**config.mk**
```make
export PLATFORM = sky130hd
export DESIGN_NAME = pg_carry_resolver
export DESIGN_NICKNAME = d
export VERILOG_FILES = /design/src/rtl/pg_carry_resolver.sv
export SDC_FILE = /design/constraint.sdc
export NUM_CORES = 1
export LEC_CHECK = 0
export ABC_CLOCK_PERIOD_IN_PS = 5840
export BUFFER_PORTS_ARGS = -buffer_cell sky130_fd_sc_hd__buf_2
export CAP_MARGIN = 5
export CORE_MARGIN = 5
export CORE_UTILIZATION = 52
export DETAILED_ROUTE_END_ITERATION = 8
export GPL_ROUTABILITY_DRIVEN = 0
export PLACE_DENSITY_LB_ADDON = 0.05
export SYNTH_ARGS = -nofsm -noshare
export SYNTH_HDL_FRONTEND = slang
export SYNTH_SLANG_ARGS = --single-unit
export TNS_END_PERCENT = 50
```
**constraint.sdc**
```tcl
create_clock -name clk -period 5.84 [get_ports clk]
set_clock_uncertainty 0.05 [all_clocks]
set_input_delay 0.584 -clock clk [delete_from_list [all_inputs] [get_ports clk]]
set_output_delay 0.584 -clock clk [all_outputs]
set_load 0.05 [all_outputs]
```
**src/rtl/pg_carry_resolver.sv**
```systemverilog
// Pipelined carry resolver: consumes per-bit propagate/generate plus carry-in, resolves one BLOCK-bit slice per stage.
// Optional zero flag output enabled by defining PGCR_ZERO_FLAG_EN.
module pg_carry_resolver #(
    parameter int unsigned WIDTH = 32,
    parameter int unsigned BLOCK = 8
) (
    input  logic             clk,
    input  logic             rst,
    input  logic             in_valid,
    output logic             in_ready,
    input  logic [WIDTH-1:0] p_in,
    input  logic [WIDTH-1:0] g_in,
    input  logic             cin,
    output logic             out_valid,
    input  logic             out_ready,
    output logic [WIDTH-1:0] sum,
    output logic             cout,
    output logic             ovf
`ifdef PGCR_ZERO_FLAG_EN
    ,
    output logic             zero
`endif
);

    localparam int unsigned NUM_STAGES = WIDTH / BLOCK;

    logic [WIDTH-1:0]      st_p [NUM_STAGES];
    logic [WIDTH-1:0]      st_g [NUM_STAGES];
    logic [WIDTH-1:0]      st_s [NUM_STAGES];
    logic [NUM_STAGES-1:0] st_v;
    logic [NUM_STAGES-1:0] st_c;
    logic                  st_ovf;

    logic [WIDTH-1:0]      src_p [NUM_STAGES];
    logic [WIDTH-1:0]      src_g [NUM_STAGES];
    logic [WIDTH-1:0]      src_s [NUM_STAGES];
    logic [NUM_STAGES-1:0] src_v;
    logic [NUM_STAGES-1:0] src_c;

    logic [WIDTH-1:0]      nx_s [NUM_STAGES];
    logic [NUM_STAGES-1:0] nx_c;
    logic                  msb_c;
    logic [NUM_STAGES:0]   adv;

    // Stage k is fed by stage k-1; stage 0 is fed directly by the input port.
    always_comb begin
        src_p[0] = p_in;
        src_g[0] = g_in;
        src_s[0] = '0;
        src_v[0] = in_valid;
        src_c[0] = cin;
        for (int unsigned k = 1; k < NUM_STAGES; k++) begin
            src_p[k] = st_p[k-1];
            src_g[k] = st_g[k-1];
            src_s[k] = st_s[k-1];
            src_v[k] = st_v[k-1];
            src_c[k] = st_c[k-1];
        end
    end

    always_comb begin
        logic [WIDTH-1:0] ss;
        logic             c;
        int unsigned      idx;
        msb_c = 1'b0;
        ss    = '0;
        c     = 1'b0;
        idx   = 0;
        for (int unsigned k = 0; k < NUM_STAGES; k++) begin
            ss = src_s[k];
            c  = src_c[k];
            for (int unsigned i = 0; i < BLOCK; i++) begin
                idx     = k * BLOCK + i;
                ss[idx] = src_p[k][idx] ^ c;
                if (idx == WIDTH - 1)
                    msb_c = c;
                // Generate dominates, so an illegal p=g=1 bit still carries out.
                c = src_g[k][idx] | (src_p[k][idx] & c);
            end
            nx_s[k] = ss;
            nx_c[k] = c;
        end
    end

    // A stage may load when it is empty or its successor takes its contents this cycle.
    always_comb begin
        int unsigned k;
        k = 0;
        adv[NUM_STAGES] = out_ready;
        for (int unsigned j = 0; j < NUM_STAGES; j++) begin
            k      = NUM_STAGES - 1 - j;
            adv[k] = !st_v[k] || adv[k+1];
        end
    end

    assign in_ready  = adv[0];
    assign out_valid = st_v[NUM_STAGES-1];
    assign sum       = st_s[NUM_STAGES-1];
    assign cout      = st_c[NUM_STAGES-1];
    assign ovf       = st_ovf;

    always_ff @(posedge clk or posedge rst) begin
        if (rst) begin
            st_v   <= '0;
            st_c   <= '0;
            st_ovf <= 1'b0;
            for (int unsigned k = 0; k < NUM_STAGES; k++) begin
                st_p[k] <= '0;
                st_g[k] <= '0;
                st_s[k] <= '0;
            end
        end else begin
            for (int unsigned k = 0; k < NUM_STAGES; k++) begin
                if (adv[k]) begin
                    st_v[k] <= src_v[k];
                    if (src_v[k]) begin
                        st_p[k] <= src_p[k];
                        st_g[k] <= src_g[k];
                        st_s[k] <= nx_s[k];
                        st_c[k] <= nx_c[k];
                    end
                end
            end
            if (adv[NUM_STAGES-1] && src_v[NUM_STAGES-1])
                st_ovf <= msb_c ^ nx_c[NUM_STAGES-1];
        end
    end

`ifdef PGCR_ZERO_FLAG_EN
    always_ff @(posedge clk or posedge rst) begin
        if (rst)
            zero <= 1'b0;
        else if (adv[NUM_STAGES-1] && src_v[NUM_STAGES-1])
            zero <= (nx_s[NUM_STAGES-1] == '0);
    end
`endif

endmodule
```
==> impl_metrics.toml, run 1 <==
[critical_path]
worst-path-max-fanout = 2
arrival_ns = 4.69
cp_num_buf_inv = 0
crit_path_top_delay_cell = "dfrtp_1"
critical_path_class = "flip-flop to flip-flop"
worst_setup_path_end_kind = "flip-flop"
slowest_delay_ns = 0.39
worstPathRequired_ns = 6.09
start_kind = "flip-flop"
cpMostUsedCell = "ha_1"
cp_top_family = "simple AND/OR/NAND/NOR gates"
crit_chain = "ha_1 > or2_2 > ha_1 > or2_2 > ha_1 > or2_2 > ha_1 > or2_2 > ha_1 > or2_2 > ha_1 > or2_2 > ha_1 > or2_2 > ha_1 > nor2_1 > xnor2_1 > mux2_2"

[route]
drt-total-wl_um = 13000
route.detailed.drc = 0
dr.first_iter.drc_count = 111
firstDrtPassIters = 4
drtAntennaViolNets = 0
via_per_inst = 5.22
wl_per_cell_um = 16.8
num_vias = 4033

[power_and_ir_drop]
p_leak_nw = 4.06
p_per_area_nw_per_um2 = 500
peakVddDrop_mv = 0.299

[synth]
ys_seq_area_share_pct = 61.0
syn_nets = 567
syn_area_per_cell_um2 = 16.3
synth.ff_latch_count = 185
postSynthCellCount = 466
synth.distinct_cells = 21
yosysWarnings = 0
netlist_area_um2 = 7590

[floorplanning]
die_h_um = 131
start_util_pct = 52.6
die_w_um = 131
dieArea_um2 = 17100
fp.coreArea_um2 = 14400
ios = 105
placementRows = 44

[clock_network]
cts_tree = "done"
clockBufferDepth = 2
worstSkewPairLatency_ns = 0.42
cts-root-buf = "clkbuf_16"
htreeDepth = 4
cts.sinks = 185
cts_setup_buffers = 0
clk_pin_slew_worst_paths_ns = 0.07
cts_made_buffers = 17
postCtsHoldBufs = 0
cts.repair.resized = 0

[global_routing]
grt_max_degree = 128
overflow = 0
grt_pass1_wl_um = 21500
antenna_found_initial = 0
grtUsageTotal_pct = 16.4
grt_pass1_vias = 4276

[sta]
timing.final.crit_period_ns = 4.43
maxSlewViolCount = 0
fin_crit_sh_pct = 75.9
rsz0062_at_grt = "false"
worst_slew_margin_rel_pct = 26.4
setup_violations = 0
final_hold_viol_count = 0
clock.fmax_mhz = 226
setup_tns_ns = 0
tightest_slew_ns = 1.10

[final_layout]
layout-drive-gt1-share_pct = 59.5
syn2layout_area_growth_pct = 16.7
final_nets = 675
final_cell_area_um2 = 8850

[place]
post_dp_cell_area_um2 = 8260
dp_hpwl_um = 8090
port_buffers = 104

[worst_hold_path]
hp-class = "input pin to async pin"

[outcome]
status = "finished clean"

[job]
maxCapViolCount = 0
[synth_stat cells (all sizes together)]
cell	n	share of area, %
dfrtp	185	61
mux2	177	28
ha	32	5.3
or2	28	2.3
buf	18	1.6
nand2b	5	0.41
nand2	4	0.20
a21oi	3	0.20
a31oi	3	0.25
nor2	3	0.15
a21boi	1	0.15
a2bb2oi	1	0.12
and4b	1	0.13
inv	1	0.049
nand3b	1	0.099
nand4b	1	0.12
nor3b	1	0.099
xnor2	1	0.12
[per-layer routing]
metal | global-route usage [%] | wire length [um] | vias to the layer above
met5 | 0 | 0 | -
li1 | - | - | 1872
met2 | 24.7 | 6200 | 71
met4 | 5.14 | 142 | 0
met1 | 23.0 | 6070 | 2081
met3 | 5.08 | 571 | 9
[sequential cells by signal, indices dropped and copies added, names as in the netlist]
name   count
src_p     48
st_v       4
ovf        1
st_c       4
nx_s      48
src_g     48
sum       32
[logic make-up (layout without fill, tap and decap cells)]
kind of cell | count (synthesis) | after routing | synth area share, %
other cells | 0 | 1 | 0
xor+xnor | 1 | 1 | 0.115
simple gates | 44 | 44 | 3.51
fa+ha+maj | 32 | 32 | 5.28
mux | 177 | 177 | 27.7
flops | 185 | 185 | 61.0
buf+inv | 19 | 140 | 1.67
compound gates | 8 | 8 | 0.709
[metrics by stage]
step | cells | total power, W | hold WS [ns] | setup slack, ns | util, %
after floorplan | 466 | 0.00299 | 0.420 | 0.177 | -
after global placement | 739 | 0.00330 | 0.428 | 1.26 | 57.3
after detailed placement | 739 | 0.00335 | 0.436 | 1.23 | 57.3
after CTS | 771 | 0.00450 | 0.312 | 1.38 | 61.3
after global routing | 771 | 0.00470 | 0.314 | 1.17 | 61.3
final | 772 | 0.00443 | 0.277 | 1.41 | 61.4
[final timing paths]
path	to	depth (start not counted)	startpoint	slack, ns
hold reg to reg	src_g[25]	1	src_g[25]	0.45
setup / recovery	ovf	18	st_c[2]	1.41
setup reg to reg	ovf	18	st_c[2]	1.41
hold / removal	nx_s[4]	2	rst	0.28
max in group asynchronous	nx_s[38]	3	rst	4.13
min in group clk	src_p[76]	2	p_in[12]	0.34
[cell type report]
cell class	instances	area (um^2)
Antenna cell	1	2.50
Clock buffer	18	439
Clock inverter	14	149
Fill cell	1144	5570
Inverter	1	11.3
Multi-Input combinational cell	262	2850
Sequential cell	185	4630
Tap cell	184	230
Timing Repair Buffer	107	543
[worst register-to-register path: cells and delay by family (launching register included)]
family / cells / cell delay [ns]
fa+ha+maj: 8 / 1.45
xor+xnor: 1 / 0.08
flops: 1 / 0.39
mux: 1 / 0.26
simple gates: 8 / 2.10
[cells in the final DEF, fill, tap and decap left out, types with 2 or more instances in the layout]
cell	n
inv_6	2
bufinv_16	2
clkbuf_16	17
nor2_1	3
buf_4	3
nand2b_1	5
clkinv_4	3
clkinv_2	3
clkinvlp_4	4
or2_2	28
a31oi_1	3
mux2_2	148
a21oi_1	3
nand2_2	3
dfrtp_1	185
buf_2	104
ha_1	32
mux2_4	29
[power by group]
group          internal, W  leakage [nW]  switching (W)
registers          0.00171          2.15       0.000214
logic             0.000594          1.63       0.000774
clock network     0.000644         0.279       0.000488
Power figures use the tool's default switching activity.
==> run 2, diff against run 1 <==
--- a/config.mk
+++ b/config.mk
@@ -5,7 +5,7 @@
 export SDC_FILE = /design/constraint.sdc
 export NUM_CORES = 1
 export LEC_CHECK = 0
-export ABC_CLOCK_PERIOD_IN_PS = 5840
+export ABC_CLOCK_PERIOD_IN_PS = 3910
 export BUFFER_PORTS_ARGS = -buffer_cell sky130_fd_sc_hd__buf_2
 export CAP_MARGIN = 5
 export CORE_MARGIN = 5
==> constraint.sdc (replaced) <==
create_clock -name clk -period 3.91 [get_ports clk]
set_clock_uncertainty 0.05 [all_clocks]
set_input_delay 0.391 -clock clk [delete_from_list [all_inputs] [get_ports clk]]
set_output_delay 0.391 -clock clk [all_outputs]
set_load 0.05 [all_outputs]
==> run 2 against run 1 <==
  * Combinational power is 67% higher
  * Sequential power is 51% higher
  * Non-clock buffer count is 9 higher
  * Worst hold slack worse by 0.19 ns
  * Setup slack worse by 1.4 ns
  * Die area stayed put
  * Clock-buffer cell count is 4 higher
  * Largest power group unchanged
==> impl_metrics.toml, run 2 (synthesis results as in run 1) <==
[outcome]
status = "finished clean"

[clock_network]
htreeDepth = 4
cts.sinks = 185
cts-root-buf = "clkbuf_16"
cts_tree = "done"
worstSkewPairLatency_ns = 0.43
clockBufferDepth = 2
clk_pin_slew_worst_paths_ns = 0.07
cts_made_buffers = 17

[sta]
setup_tns_ns = 0
maxSlewViolCount = 0
tightest_slew_ns = 1.10
timing.final.crit_period_ns = 3.86
worst_slew_margin_rel_pct = 26.4
fin_crit_sh_pct = 98.8
clock.fmax_mhz = 259
setup_violations = 0
rsz0062_at_grt = "true"
final_hold_viol_count = 0

[global_routing]
grtUsageTotal_pct = 17.0
overflow = 0
grt_max_degree = 186
antenna_found_initial = 1
grt_pass1_wl_um = 22100
grt_pass1_vias = 4413

[route]
drt-total-wl_um = 13500
via_per_inst = 5.23
drtAntennaViolNets = 0
wl_per_cell_um = 17.3
firstDrtPassIters = 4
num_vias = 4081
route.detailed.drc = 0
dr.first_iter.drc_count = 127

[final_layout]
syn2layout_area_growth_pct = 22.2
layout_common_cells = "dfrtp_1, mux2_2, buf_2"
final_common_cell = "dfrtp_1"
final_cells = 780
final_nets = 684
n_antenna_cell = 0
final_cell_area_um2 = 9270
final.fill_count = 1071
layout-drive-gt1-share_pct = 64.3

[place]
dp.cells = 745
port_buffers = 104
dp_hpwl_um = 8330
post_dp_cell_area_um2 = 8310

[critical_path]
reg2reg_slack_ns = 0.05
regToRegStartpoint = "st_c[2]"
start_kind = "flip-flop"
worst-path-max-fanout = 2
worstPathRequired_ns = 4.17
worst_setup_path_end_kind = "flip-flop"
critical_path_class = "flip-flop to flip-flop"
reg2reg_depth = 18
r2r-end = "ovf"
arrival_ns = 4.12

[power_and_ir_drop]
power.switching_w = 0.00231
p_leak_nw = 4.13
power_w = 0.00706
peakVddDrop_mv = 0.435
p_seq_share_pct = 41.4
p_per_area_nw_per_um2 = 761
power.share.clock_pct = 26.2
sw_frac_of_total_pct = 32.7
internal_power_w = 0.00475
combPwrFrac_pct = 32.4

[floorplanning]
die_w_um = 131
placementRows = 44
start_util_pct = 52.6
die_h_um = 131
fp.coreArea_um2 = 14400
dieArea_um2 = 17100
ios = 105

[job]
maxCapViolCount = 0

[worst_hold_path]
hp-class = "input pin to async pin"
## run 2: cell type report
cell class	instances	area, um^2	area share, %
clock inverters	10	165	1.78
clock buffers	22	474	5.11
repair buffers	116	623	6.72
flip-flops and latches	185	4630	49.9
inverters	1	7.51	0.0810
well taps	184	230	2.48
multi-input cells	262	3140	33.9
## run 2: timing repair
item,4_1_cts,5_1_grt
hold buffers,0,0
pin swaps,6,9
gates resized for setup,51,12
setup buffers,2,1
setup endpoints to repair,8,8
## run 2: worst max path at each step
stage	slack, ns	start	depth (start not counted)	to
floorplan	-0.30	st_c[2]	18	ovf
global placement	-0.48	p_in[0]	17	nx_s[71]
detailed placement	-0.51	p_in[0]	17	nx_s[71]
CTS	-0.01	src_p[24]	18	ovf
global route	-0.04	st_c[2]	18	ovf
finish	0.05	st_c[2]	18	ovf
## run 2: power groups by stage
stage          clock network, W  logic, W  registers [W]
6_report                0.00185   0.00229        0.00292
5_1_grt                 0.00198   0.00249        0.00300
4_1_cts                 0.00189   0.00228        0.00293
3_5_place_dp                  0   0.00211        0.00293
3_3_place_gp                  0   0.00207        0.00290
2_1_floorplan                 0   0.00100        0.00347
## run 2: worst max-delay path, stage by stage (launching register included)
cell,delay [ns]
dfrtp_1,0.38
ha_2,0.18
or2_4,0.23
ha_4,0.16
or2_4,0.23
ha_4,0.15
or2_4,0.23
ha_4,0.15
or2_4,0.23
ha_4,0.16
or2_4,0.23
ha_4,0.15
or2_4,0.23
ha_4,0.15
or2_4,0.24
ha_4,0.16
nor2_4,0.11
xnor2_1,0.07
mux2_2,0.25
## run 2: per-layer routing
metal	GRT usage [%]	share of wire [%]	up-vias	wire length, um
li1	-	-	1878	-
met5	0	0.074	-	10
met4	5.26	0.93	2	126
met1	22.7	46	2107	6190
met2	26.8	48	81	6540
met3	5.53	4.8	13	652
## run 2: metrics by stage
| step | setup WS (ns) | utilization (%) | hold slack [ns] |
|---|---|---|---|
| final | 0.0459 | 64.3 | 0.0844 |
| after global routing | -0.0440 | 64.3 | 0.111 |
| after CTS | -0.0138 | 63.9 | 0.120 |
| after detailed placement | -0.507 | 57.6 | 0.435 |
| after global placement | -0.475 | 57.6 | 0.429 |
| after floorplan | -0.297 | - | 0.420 |
